$ cat config.mk
export PLATFORM = sky130hd
export DESIGN_NAME = parity_frame_tx
export DESIGN_NICKNAME = d
export VERILOG_FILES = /design/src/rtl/parity_pkg.sv /design/src/rtl/parity_tree.sv /design/src/rtl/parity_frame_tx.sv
export SDC_FILE = /design/constraint.sdc
export NUM_CORES = 1
export LEC_CHECK = 0
export ABC_CLOCK_PERIOD_IN_PS = 2170
export CAP_MARGIN = 10
export CORE_MARGIN = 4
export CORE_UTILIZATION = 50
export CTS_BUF_LIST = sky130_fd_sc_hd__clkbuf_8
export DETAILED_ROUTE_END_ITERATION = 16
export PLACE_DENSITY = 0.73
export SLEW_MARGIN = 30
export SYNTH_ARGS = -nofsm -noshare
export SYNTH_HDL_FRONTEND = slang
export SYNTH_SLANG_ARGS = --single-unit
export TNS_END_PERCENT = 30
$ cat constraint.sdc
create_clock -name clk -period 2.17 [get_ports clk]
set_input_delay 0.434 -clock clk [delete_from_list [all_inputs] [get_ports clk]]
set_output_delay 0.434 -clock clk [all_outputs]
set_load 0.1 [all_outputs]
$ cat src/rtl/parity_pkg.sv
// rtl/parity_pkg.sv - shared constants and helpers for the parity frame transmitter
// Contents: FSM state encoding (3-bit), serial line idle level, 4-input parity cell.
package parity_pkg;

  localparam logic [2:0] ST_IDLE   = 3'd0;
  localparam logic [2:0] ST_START  = 3'd1;
  localparam logic [2:0] ST_DATA   = 3'd2;
  localparam logic [2:0] ST_PARITY = 3'd3;
  localparam logic [2:0] ST_STOP   = 3'd4;

  localparam logic LINE_IDLE = 1'b1;

  typedef enum logic [2:0] {
    S_IDLE   = ST_IDLE,
    S_START  = ST_START,
    S_DATA   = ST_DATA,
    S_PARITY = ST_PARITY,
    S_STOP   = ST_STOP
  } state_t;

  // The generator's basic building block: parity of a 4-bit group.
  function automatic logic parity4(input logic [3:0] v);
    return v[0] ^ v[1] ^ v[2] ^ v[3];
  endfunction

endpackage

$ cat src/rtl/parity_tree.sv
// rtl/parity_tree.sv - combinational XOR-reduction parity of a DATA_W-bit word
// Ports:
//   data    in  DATA_W  word to reduce
//   odd_sel in  1       0: even parity (XOR of bits), 1: odd parity (inverted)
//   parity  out 1       resulting parity bit
module parity_tree
  import parity_pkg::*;
#(
  parameter int DATA_W = 8
) (
  input  logic [DATA_W-1:0] data,
  input  logic              odd_sel,
  output logic              parity
);

  localparam int NCELL = (DATA_W + 3) / 4;

  logic [NCELL*4-1:0] padded;
  logic [NCELL-1:0]   cell_par;

  // Zero-pad up to a whole number of 4-bit cells; zeros do not affect parity.
  always_comb begin
    padded               = '0;
    padded[DATA_W-1:0]   = data;
  end

  for (genvar gi = 0; gi < NCELL; gi++) begin : g_cell
    assign cell_par[gi] = parity4(padded[gi*4 +: 4]);
  end

  assign parity = (^cell_par) ^ odd_sel;

endmodule

$ cat src/rtl/parity_frame_tx.sv
// rtl/parity_frame_tx.sv - serial frame transmitter: start, data LSB-first, parity, stop
// Optional build macro: PARITY_ODD_EN (odd parity instead of even).
// Ports:
//   clk       in  1       system clock, rising edge
//   rst_n     in  1       asynchronous active-low reset
//   in_data   in  DATA_W  word to transmit
//   in_valid  in  1       producer has a word on in_data
//   in_ready  out 1       block can accept a word (IDLE only)
//   tx_out    out 1       serial line, idles high
//   busy      out 1       frame in progress
//   done      out 1       one-cycle pulse on the first IDLE cycle after STOP
//   par_bit   out 1       parity of the most recently accepted word
module parity_frame_tx
  import parity_pkg::*;
#(
  parameter int DATA_W       = 8,
  parameter int CLKS_PER_BIT = 4
) (
  input  logic              clk,
  input  logic              rst_n,
  input  logic [DATA_W-1:0] in_data,
  input  logic              in_valid,
  output logic              in_ready,
  output logic              tx_out,
  output logic              busy,
  output logic              done,
  output logic              par_bit
);

  localparam int CW = (CLKS_PER_BIT > 1) ? $clog2(CLKS_PER_BIT) : 1;
  localparam int BW = $clog2(DATA_W);
  localparam logic [CW-1:0] CNT_MAX = CW'(CLKS_PER_BIT - 1);
  localparam logic [BW-1:0] BIT_MAX = BW'(DATA_W - 1);

`ifdef PARITY_ODD_EN
  localparam logic ODD_SEL = 1'b1;
`else
  localparam logic ODD_SEL = 1'b0;
`endif

  state_t            state_q, state_d;
  logic [CW-1:0]     clk_cnt_q, clk_cnt_d;
  logic [BW-1:0]     bit_cnt_q, bit_cnt_d;
  logic [DATA_W-1:0] shift_q, shift_d;
  logic              par_d;
  logic              tx_d;
  logic              done_d;
  logic              tree_par;
  logic              accept;
  logic              bit_end;

  parity_tree #(.DATA_W(DATA_W)) u_tree (
    .data    (in_data),
    .odd_sel (ODD_SEL),
    .parity  (tree_par)
  );

  assign accept  = in_valid & in_ready;
  assign bit_end = (clk_cnt_q == CNT_MAX);

  always_comb begin
    state_d   = state_q;
    clk_cnt_d = clk_cnt_q;
    bit_cnt_d = bit_cnt_q;
    shift_d   = shift_q;
    par_d     = par_bit;

    // Every non-IDLE state holds its bit for CLKS_PER_BIT cycles.
    if (state_q != S_IDLE) begin
      clk_cnt_d = bit_end ? '0 : clk_cnt_q + 1'b1;
    end

    case (state_q)
      S_IDLE: begin
        clk_cnt_d = '0;
        bit_cnt_d = '0;
        if (accept) begin
          shift_d = in_data;
          par_d   = tree_par;
          state_d = S_START;
        end
      end
      S_START: begin
        if (bit_end) state_d = S_DATA;
      end
      S_DATA: begin
        if (bit_end) begin
          shift_d = shift_q >> 1;
          if (bit_cnt_q == BIT_MAX) begin
            bit_cnt_d = '0;
            state_d   = S_PARITY;
          end else begin
            bit_cnt_d = bit_cnt_q + 1'b1;
          end
        end
      end
      S_PARITY: begin
        if (bit_end) state_d = S_STOP;
      end
      S_STOP: begin
        if (bit_end) state_d = S_IDLE;
      end
      default: state_d = S_IDLE;
    endcase
  end

  // Outputs are registered from the next-state view so the line level
  // changes on the same edge the FSM enters a state.
  always_comb begin
    tx_d = LINE_IDLE;
    case (state_d)
      S_START:  tx_d = 1'b0;
      S_DATA:   tx_d = shift_d[0];
      S_PARITY: tx_d = par_d;
      default:  tx_d = LINE_IDLE;
    endcase
  end

  assign done_d = (state_q == S_STOP) && (state_d == S_IDLE);

  always_ff @(posedge clk or negedge rst_n) begin
    if (!rst_n) begin
      state_q   <= S_IDLE;
      clk_cnt_q <= '0;
      bit_cnt_q <= '0;
      shift_q   <= '0;
      par_bit   <= 1'b0;
      tx_out    <= LINE_IDLE;
      in_ready  <= 1'b1;
      busy      <= 1'b0;
      done      <= 1'b0;
    end else begin
      state_q   <= state_d;
      clk_cnt_q <= clk_cnt_d;
      bit_cnt_q <= bit_cnt_d;
      shift_q   <= shift_d;
      par_bit   <= par_d;
      tx_out    <= tx_d;
      in_ready  <= (state_d == S_IDLE);
      busy      <= (state_d != S_IDLE);
      done      <= done_d;
    end
  end

endmodule

==> results.md <==
* Main synth FF type: dfrtp_1
* Max_cap viols at 0
* Startpoint types: register
* Die height at 54.1 µm
* Die X at 54.1 µm
* Max VDD drop at 763 µV
* Final worst slack at 0.472 ns
* Final WL at 2070 µm
* Fin Clk Skew at 0.00589 ns
* Setup CP Type: register to register
* Root buf cell: clkbuf_8
* Global Route met3 Usage at 5.26%
* Grt met2 use at 26.0%
* Post_cts resized at 0
* CTS tree: done
* Fin crit period at 1.70 ns
* Vias post-DR at 779
* Worst-margin pin slew at 0.371 ns
* CP Cell Sequence: nor4bb_1 -> buf_4 -> a31oi_4 -> a221o_1 -> a2bb2oi_1
* CTS Hold Bufs at 0
* Seq cells post-synth at 21
* Worst hold-check path type: register to register
* Initial DRC count at 21
* Number of global-route vias before repair at 741
* HPWL after DPL at 1510 µm
* Asr flop ratio synth at 100%
* Slew headroom at 75.3%
* Worst slack, placed at 0.405 ns
* CP max FO at 12
* Status: completed
* RSZ-0062 raised after global routing: no
* CP Capture Type: register
* TritonCTS buffer count at 3
* CTS sink cnt at 21
* CP required at 2.36 ns
* Setup TNS at 0 ns
* Row count at 16
* Fin. max-slew vios at 0
* Syn_nets at 114
* CP arrival at 1.88 ns
* Ys Warns at 0
* Largest cells by area after synthesis: dfrtp_1 45%, xnor2_1 5.8%, nand2_1 5.7%
* Final hold violation count at 0
* Share of layout cells above drive strength 1 at 15.4%
* Seq/Total Area, Yosys at 49.8%
* Hold WS at 0.453 ns
* Unique masters post-synth at 35
* CTS Buffer Depth at 2
* I/O Pins at 16
* Final Wtd Congestion at 0.768
* Clk_lat worst skew at 0.27 ns
* GR Overflow Total at 0
* GRT busiest layer: met2
* Top cell type's share of synthesized area at 44.8%
* Tot GR Track Use at 17.0%
* Core area at 1980 µm²
* Slowest cell on the critical path: dfrtp_1
* CP peak stage delay at 0.57 ns
* 1st-pass router iterations at 4
* Post-synth EDFFs at 0
* Synthesized area at 1060 µm²
* Power Density at 820 nW/µm²
* Area grow syn2layout at 19.3%
* Post-route ant nets at 0
* Yosys top cell by area: dfrtp_1
* Final period util at 78.2%
* Met1 Use GR at 23.1%
* Final setup violation count at 0
* H-tree Lvls at 1
* Post-DR wirelength/cell at 14.4 µm
* Post-Synthesis Cells at 100
* Drc violations at 0
* Max Clk Rate at 589 MHz
* Via/cell ratio at 5.41
* Antenna fix cells at 0
* Die Area at 2920 µm²
* Post-CTS Setup Bufs at 0
* Reg clk slew, reported paths at 0.08 ns
* LEAKAGE at 0.566 nW
* Antenna violations before repair at 0
* Initial core utilization at 53.5%
* Util after Layout at 63.9%
* # port buffers at 15
* Nets at 132
* Largest net degree at the start of global routing at 22
* Avg Cell Area, Syn at 10.6 µm²
* First-pass GRT wire length at 3480 µm
* Fill cells at 147
==> kinds of logic (layout without fill, tap and decap cells) <==
family | count (synthesis) | after routing | share of synthesized area [%]
buf+inv | 8 | 25 | 4.95
simple gates | 37 | 37 | 18.4
flops | 21 | 21 | 49.8
xor+xnor | 7 | 7 | 5.78
compound gates | 23 | 23 | 16.5
fa+ha+maj | 3 | 3 | 3.54
mux | 1 | 1 | 1.06
==> state kept, by name (all words and copies together), names as in the netlist <==
| name | flops |
|---|---|
| tx_out | 1 |
| busy | 1 |
| done | 1 |
| in_ready | 1 |
| clk_cnt_q | 2 |
| state_q | 3 |
| par_bit | 1 |
| bit_cnt_q | 3 |
| shift_q | 8 |
==> critical path: cells and delay by family (launching register included) <==
family,cells,cell delay (ns)
and+or+nand+nor,1,0.26
AOI/OAI and AO/OA,3,0.57
buffers and inverters,1,0.22
DFF,1,0.57
==> metrics by stage <==
step | power [W] | cell area [µm²] | std cells
2_1_floorplan | 0.000701 | 1060 | 100
3_3_place_gp | 0.000771 | 1220 | 140
3_5_place_dp | 0.000778 | 1220 | 140
4_1_cts | 0.00105 | 1270 | 144
5_1_grt | 0.00109 | 1270 | 144
6_report | 0.00104 | 1270 | 144
==> layout by cell type, fill, tap and decap left out <==
cell             count
a221o_1              1
o21bai_1             1
and3_1               2
dfstp_2              2
ha_1                 3
nor2_1               3
nand3_1              4
nand2_1             16
a21bo_1              1
a31oi_4              1
clkdlybuf4s50_1     10
nand3b_1             2
nor3_4               1
nor3_1               2
a22o_1               2
o31ai_1              1
a21oi_1              3
or3_1                1
and2_1               1
nand4b_1             1
o21ai_1              2
a2bb2oi_1            1
inv_1                2
o21ai_0              3
clkinvlp_4           1
buf_4                9
a22oi_1              6
clkbuf_8             3
nor2b_1              2
or2_1                1
a21o_1               1
nor4bb_1             1
mux2_2               1
xnor2_1              7
dfrtp_1             19
==> per-layer routing <==
metal / up-vias / wire length, µm / share of wire (%)
met1: 374 / 949 / 46
met3: 4 / 110 / 5.3
li1: 389 / - / -
met5: - / 0 / 0
met4: 0 / 19 / 0.92
met2: 12 / 989 / 48
==> layout make-up <==
| cell class | instances | area (µm²) | share of cell area [%] |
|---|---|---|---|
| clock inverter | 1 | 7.51 | 0.593 |
| timing repair buffer | 19 | 168 | 13.2 |
| tap | 27 | 33.8 | 2.67 |
| sequential | 21 | 528 | 41.7 |
| multi-input combinational | 71 | 480 | 37.9 |
| inverter | 2 | 7.51 | 0.593 |
| clock buffer | 3 | 41.3 | 3.26 |
==> where the power goes <==
| group | internal (W) | switching [W] |
|---|---|---|
| combinational | 0.000101 | 0.000195 |
| sequential | 0.000440 | 0.0000346 |
| clock | 0.000130 | 0.000137 |
| total | 0.000671 | 0.000367 |
==> path summary, 6_finish.rpt <==
check / start / to / slack [ns] / depth (start not counted)
hold reg to reg: clk_cnt_q[0] / clk_cnt_q[0] / 0.45 / 1
setup reg to reg: state_q[1] / tx_out / 0.47 / 5
hold / removal: clk_cnt_q[0] / clk_cnt_q[0] / 0.45 / 1
min in group asynchronous: rst_n / done / 0.51 / 2
max in group asynchronous: rst_n / tx_out / 1.38 / 2
setup / recovery: state_q[1] / tx_out / 0.47 / 5
==> synthesized netlist by cell type, types with 2 or more instances <==
library cell	number
and3_1	2
o21ai_0	3
ha_1	3
dfstp_2	2
a22oi_1	6
xnor2_1	7
dfrtp_1	19
nor3_1	2
buf_4	2
nand3b_1	2
nor2b_1	2
a21oi_1	3
a22o_1	2
o21ai_1	2
nor2_1	3
inv_1	2
nand3_1	4
nand2_1	16
buf_2	2
(Power assumes the default switching activity.)
